**src/rtl/uart_tx_fifo.sv**
```systemverilog
// UART transmitter with a transmit FIFO and per-frame parity / stop-bit framing.
// Paced by an external baud tick; serial output is registered and idles high.
module uart_tx_fifo #(
    parameter int DATA_BITS  = 8,
    parameter int FIFO_DEPTH = 16,
    localparam int CNT_W     = $clog2(FIFO_DEPTH + 1)
) (
    input  logic                 clk,
    input  logic                 rst,
    input  logic                 baud_tick,
    input  logic                 tx_valid,
    input  logic [DATA_BITS-1:0] tx_data,
    output logic                 tx_ready,
    input  logic [1:0]           cfg_parity,
    input  logic                 cfg_stop2,
    output logic                 tx_busy,
    output logic [CNT_W-1:0]     fifo_count,
    output logic                 tx
);

    localparam int PTR_W = $clog2(FIFO_DEPTH);
    localparam int BIT_W = $clog2(DATA_BITS);

    typedef enum logic [2:0] {
        S_IDLE,
        S_START,
        S_DATA,
        S_PARITY,
        S_STOP
    } state_t;

    logic [DATA_BITS-1:0] r_mem [FIFO_DEPTH];
    logic [PTR_W-1:0]     r_wr;
    logic [PTR_W-1:0]     r_rd;
    logic [CNT_W-1:0]     r_count;

    state_t               r_state;
    logic [DATA_BITS-1:0] r_data;
    logic [BIT_W-1:0]     r_bit;
    logic [1:0]           r_stop;
    logic [1:0]           r_par;
    logic                 r_stop2;
    logic                 r_tx;

    logic w_full;
    logic w_push;
    logic w_pop;
    logic w_par_en;
    logic w_tx_next;

    assign w_full   = (r_count == CNT_W'(FIFO_DEPTH));
    assign w_push   = tx_valid & ~w_full;
    assign w_pop    = (r_state == S_IDLE) & baud_tick & (r_count != '0);
    assign w_par_en = (r_par == 2'b01) | (r_par == 2'b10);

    assign tx_ready   = ~w_full;
    assign tx_busy    = (r_state != S_IDLE);
    assign fifo_count = r_count;
    assign tx         = r_tx;

    always_ff @(posedge clk) begin
        if (w_push) begin
            r_mem[r_wr] <= tx_data;
        end
    end

    always_ff @(posedge clk) begin
        if (rst) begin
            r_wr    <= '0;
            r_rd    <= '0;
            r_count <= '0;
        end else begin
            if (w_push) begin
                r_wr <= r_wr + PTR_W'(1);
            end
            if (w_pop) begin
                r_rd <= r_rd + PTR_W'(1);
            end
            case ({w_push, w_pop})
                2'b10:   r_count <= r_count + CNT_W'(1);
                2'b01:   r_count <= r_count - CNT_W'(1);
                default: r_count <= r_count;
            endcase
        end
    end

    // Line level follows the current state; registering it delays tx one cycle
    // behind the state update so each bit spans tick edge to tick edge.
    always_comb begin
        w_tx_next = 1'b1;
        case (r_state)
            S_START:  w_tx_next = 1'b0;
            S_DATA:   w_tx_next = r_data[r_bit];
            S_PARITY: w_tx_next = (r_par == 2'b10) ? ~^r_data : ^r_data;
            default:  w_tx_next = 1'b1;
        endcase
    end

    always_ff @(posedge clk) begin
        if (rst) begin
            r_state <= S_IDLE;
            r_data  <= '0;
            r_bit   <= '0;
            r_stop  <= '0;
            r_par   <= '0;
            r_stop2 <= 1'b0;
            r_tx    <= 1'b1;
        end else begin
            r_tx <= w_tx_next;
            case (r_state)
                S_IDLE: begin
                    if (w_pop) begin
                        r_data  <= r_mem[r_rd];
                        r_par   <= cfg_parity;
                        r_stop2 <= cfg_stop2;
                        r_state <= S_START;
                    end
                end
                S_START: begin
                    if (baud_tick) begin
                        r_bit   <= '0;
                        r_state <= S_DATA;
                    end
                end
                S_DATA: begin
                    if (baud_tick) begin
                        if (r_bit == BIT_W'(DATA_BITS - 1)) begin
                            if (w_par_en) begin
                                r_state <= S_PARITY;
                            end else begin
                                r_stop  <= r_stop2 ? 2'd2 : 2'd1;
                                r_state <= S_STOP;
                            end
                        end else begin
                            r_bit <= r_bit + BIT_W'(1);
                        end
                    end
                end
                S_PARITY: begin
                    if (baud_tick) begin
                        r_stop  <= r_stop2 ? 2'd2 : 2'd1;
                        r_state <= S_STOP;
                    end
                end
                S_STOP: begin
                    if (baud_tick) begin
                        r_stop <= r_stop - 2'd1;
                        if (r_stop == 2'd1) begin
                            r_state <= S_IDLE;
                        end
                    end
                end
                default: r_state <= S_IDLE;
            endcase
        end
    end

endmodule

```
**config.mk**
```make
export PLATFORM = sky130hd
export DESIGN_NAME = uart_tx_fifo
export DESIGN_NICKNAME = d
export VERILOG_FILES = /design/src/rtl/uart_tx_fifo.sv
export SDC_FILE = /design/constraint.sdc
export NUM_CORES = 1
export LEC_CHECK = 0
export CAP_MARGIN = 0
export CELL_PAD_IN_SITES_DETAIL_PLACEMENT = 0
export CELL_PAD_IN_SITES_GLOBAL_PLACEMENT = 2
export CORE_ASPECT_RATIO = 1.75
export CORE_MARGIN = 4
export CORE_UTILIZATION = 45
export DETAILED_ROUTE_END_ITERATION = 8
export PLACE_DENSITY = 0.85
export SLEW_MARGIN = 20
export SYNTH_ARGS = -nofsm -noshare
export SYNTH_HDL_FRONTEND = slang
export SYNTH_SLANG_ARGS = --single-unit
export TNS_END_PERCENT = 10
```
**constraint.sdc**
```tcl
create_clock -name clk -period 3.6 [get_ports clk]
set_input_delay 0.54 -clock clk [delete_from_list [all_inputs] [get_ports clk]]
set_output_delay 0.54 -clock clk [all_outputs]
set_load 0.02 [all_outputs]
```
# After elaboration in Yosys (flattened, before gate mapping)

Memories as Yosys holds them, arrays and structs flattened. A register that Yosys moved wholly into a read port is not among the register bits.
Index checks and enable logic that the tools add are counted.

Add/subtract/negate cells: 6
Magnitude comparators: 1
Eq/ne operators: 20
Mux-type cells: 27
Bitwise operators: 5
Reduce and logical (&&, ||, !) cells: 12

Operators by type and width:

| operator            | number |
|---|---|
| $mux 3              | 11 |
| $ne 2x2->1 const B  | 9 |
| $pmux 3 s5          | 1 |
| $mux 2              | 6 |
| $pmux 5 s2          | 1 |
| $add 4x1->4 const B | 2 |
| $reduce_xnor 8->1   | 1 |
| $reduce_xor 8->1    | 1 |
| $reduce_and 7->1    | 1 |
| $eq 2x1->1 const B  | 3 |
| $eq 3x2->1 const B  | 2 |
| $eq 3x3->1 const B  | 2 |
| $pmux 2 s3          | 1 |
| $pmux 3 s2          | 1 |
| $reduce_and 6->1    | 1 |
| $reduce_bool 3->1   | 2 |
| $add 5x1->5 const B | 1 |
| $eq 5x5->1 const B  | 1 |
| $reduce_bool 5->1   | 1 |
| $sub 5x1->5 const B | 1 |
| $eq 2x2->1 const B  | 2 |
| $lt 3x4->1 const B  | 1 |
| $mux 1              | 4 |
| $reduce_and 4->1    | 1 |
| other kinds (11)    | 14 |

Register bits after elaboration: 25
Bits in writable memories: 128
Bits of input ports: 15
Output and inout port bits: 8
Logic and storage cells: 81
Memories kept: 1

Memory list:

| name  | words | width | read ports | clocked after Yosys merged registers in | wr ports | line | text |
|---|---|---|---|---|---|---|---|
| r_mem | 16    | 8     | 1          | 1                                       | 1        | 32   | `logic [DATA_BITS-1:0] r_mem [FIFO_DEPTH];` |

# Depth between registers and ports, before layout

Depth after elaboration: 6
Depth in mapped cells: 13

# Worst setup path before layout

OpenSTA, ideal clock, no wires.

Kind: reg2reg
From: register r_count[1] (netlist: fifo_count[1])
To: register r_count[4] (netlist: fifo_count[4])
Library setup time: 0.121 ns
Arrival time: 3.052 ns
Required time: 3.479 ns
Path slack: 0.427 ns
Stages on the path, launching flop included: 14
Path buffers: 2
Period minus slack after synthesis: 3.173 ns
Cells stage by stage: dfxtp_1 -> buf_6 -> or4_4 -> o211ai_4 -> inv_1 -> ha_1 -> clkbuf_1 -> xor2_1 -> ha_1 -> a211o_1 -> nand2_1 -> nand3b_1 -> a31oi_1 -> mux2_2

Elaborated cells on any way between the ends: 11

RTL lines:

| element                                                | line | text |
|---|---|---|
| start: declaration                                     | 35   | `logic [CNT_W-1:0] r_count;` |
| start signal: assignment                               | 80   | `2'b10: r_count <= r_count + CNT_W'(1);` |
| start signal: assignment                               | 81   | `2'b01: r_count <= r_count - CNT_W'(1);` |
| start signal: assignment                               | 82   | `default: r_count <= r_count;` |
| $reduce_bool 5->1 *                                    | 53   | `assign w_pop = (r_state == S_IDLE) & baud_tick & (r_count != '0);` |
| $and 1x1->1 *                                          | 53   |  |
| via w_pop                                              | 47   | `logic w_pop;` |
| $eq 2x1->1 / $eq 2x2->1 (equally long branches)        | 79   | `case ({w_push, w_pop})` |
| $pmux 5 s2 / $reduce_bool 2->1 (equally long branches) | --   |  |

The timed path passes the listed nets; every way through them passes the cells marked *.
A chain may end at the register's enable or synchronous reset.

# Worst setup path in the final report

Same ends and word-level chain as after synthesis.

==> metrics.txt <==
status=completed; setup bufs post-CTS=0; Worst Path Required=3920 ps; Hold WC Path Type=reg2reg; Die Area=0.0171 mm2; Synth Register Bits=161; Cell variety after synth=46; IO Pins=23; number of diodes=0; Vias/cell=5.54; CP max stage delay=580 ps; sequential share of the synthesized area=66.8%; crit path capture type=flip-flop; crit path cell chain=or4_4 -> o211ai_4 -> inv_1 -> ha_1 -> xor2_1 -> ha_1 -> a211o_1 -> nand2_1 -> nand3b_1 -> a31oi_1 -> mux2_2; most common cell in the netlist=edfxtp_1; worst-skew pair later-pin latency=430 ps; startpoint types=flip-flop; share of cells above drive strength 1=18.4%; leak pwr=2.51 nW; Arrival @ worst endpoint=3400 ps; top cells by count, synth=edfxtp_1 (128), nor2_1 (40), mux4_2 (34); Met3 Routed Length=427 um; slew margin rel.=32.3%; gr usage total=16.1%; met1 WL=4.81 mm; Die Wd=101 um; Clock Sinks=161; setup TNS=0 ps; Synth Cell Area=0.00674 mm2; Final ANT Viol Nets=0; Final Instance Area=0.00771 mm2; Num CTS Buffers=17; max-cap viol count=0; CTS Root Cell=clkbuf_16; PortBufs=22; Slowest-stage cell, CP=or4_4; CP max FO=10; CTS resizes=0; final slew viol count=0; cells after synthesis=435; WL per Instance=19.6 um; final hold vios=0; TritonCTS clock tree=built; fin crit period=3080 ps; cell mode on critical path=ha_1; Syn Nets=463; top-area cell type share of the netlist area=57.0%; final cell count without fillers=654; top routing layer in use=met4; fill count=1,194; Met2 Wirelength=7.36 mm; DRT iter0 DRCs=203; r2r setup slk=520 ps; number of synthesized flops with an enable pin=128; fmax=325 MHz; Final setup viols=0; drt total wl=12.8 mm; CTS max path bufs=2; initial antenna violation count=0; Peak supply drop=340 uV; area delta synth->final=14.4%; leading area contributor after synthesis=edfxtp_1; RePlAce Congestion=0.748; vias after detailed routing=3,626; yosys warns=0; H-Tree Depth=4; Final Skew=27.5 ps; first-pass GRT wire length=20.8 mm; Crit Path Class=reg2reg; Post-DP HPWL=8.94 mm; CTS clk-pin slew, worst paths=60 ps; Avg Cell Area, Syn=15.5 um2; nets=489; largest net degree at the start of global routing=36; Most used DFF post-synth=edfxtp_1; cell area power density=638 mW/mm2; RSZ-0062 raised after global routing=false; crit share post-route=85.6%; cts hold-fix bufs=0; row count=58; Die Span Y=170 um; Overall Power=0.00492 W; post-synthesis async set-or-reset flop share=0%; Core Region=0.0145 mm2; # DRC=0; Starting Density=46.4%; number of global-route vias before repair=3,815; top cells by area, synth=edfxtp_1 (57%), mux4_2 (11%), dfxtp_1 (9.8%), ha_1 (2.4%), a21oi_1 (2.4%); DRT Pass-1 Iters=5; remaining global-route overflow=0; dpl cells=622; DP Area=0.00714 mm2; slew at the pin closest to its max-slew limit=1010 ps
==> placed cells by master, fill, tap and decap left out, drive strengths merged, types with 3 or more instances in the layout <==
cell	n
a21oi	33
a22oi	17
and2	3
buf	11
clkbuf	18
clkdlybuf4s50	22
clkinvlp	4
dfxtp	33
edfxtp	128
ha	13
inv	20
mux2i	4
mux4	34
nand2	21
nand2b	5
nor2	40
nor2b	3
nor3	7
nor3b	5
o21ai	8
or3	5
xnor2	9
xor2	8
==> worst paths after layout <==
| kind | start | end | depth (start not counted) |
|---|---|---|---|
| hold reg to reg | r_par[0] | r_par[0] | 2 |
| setup / recovery | fifo_count[1] | fifo_count[4] | 11 |
| setup reg to reg | fifo_count[1] | fifo_count[4] | 11 |
| hold / removal | r_par[0] | r_par[0] | 2 |
==> registers in the layout, indices dropped and copies added, names as in the netlist <==
name,cells
r_state,3
r_bit,3
r_wr,4
r_par,2
fifo_count,5
tx,1
r_data,8
r_stop2,1
r_rd,4
r_mem,128
r_stop,2
==> critical path, delay by kind of cell (launching register included) <==
family | cells | cell delay [ps]
compound gates | 3 | 610
xor+xnor | 1 | 190
fa+ha+maj | 2 | 550
buf+inv | 1 | 140
flops | 1 | 400
mux | 1 | 350
simple gates | 3 | 730
==> layer usage <==
| metal | track usage, % | up-vias |
|---|---|---|
| li1 | - | 1715 |
| met1 | 18.0 | 1832 |
| met4 | 5.98 | 0 |
| met3 | 3.49 | 14 |
| met5 | 0 | - |
| met2 | 29.7 | 65 |
==> where the power goes <==
group / total (W) / switching (W) / internal (W)
clock: 0.00171 / 0.000788 / 0.000921
sequential: 0.00223 / 0.000107 / 0.00212
combinational: 0.000984 / 0.000514 / 0.000470
==> cells by family after synthesis <==
family | share of synthesized area (%)
adders and majority gates | 2.41
AOI/OAI and AO/OA | 6.70
muxes | 12.3
DFF | 66.8
xor gates and xnor gates | 2.21
and+or+nand+nor | 6.91
buffers and inverters | 2.65
==> layout make-up <==
| type | count | area (um2) | area share, % |
|---|---|---|---|
| Timing Repair Buffer | 33 | 315 | 4.09 |
| Multi-Input combinational cell | 237 | 2060 | 26.7 |
| Clock buffer | 18 | 429 | 5.56 |
| Inverter | 11 | 41.3 | 0.535 |
| Tap cell | 180 | 225 | 2.92 |
| Sequential cell | 161 | 4510 | 58.4 |
| Clock inverter | 14 | 140 | 1.82 |
==> stage by stage <==
step	setup slack (ps)	utilization (%)	hold slack, ps
5_1_grt	336	53.1	495
3_3_place_gp	425	49.2	450
3_5_place_dp	370	49.2	452
4_1_cts	501	53.1	461
2_1_floorplan	427	-	436
6_report	519	53.1	458
Power figures use the tool's default switching activity.
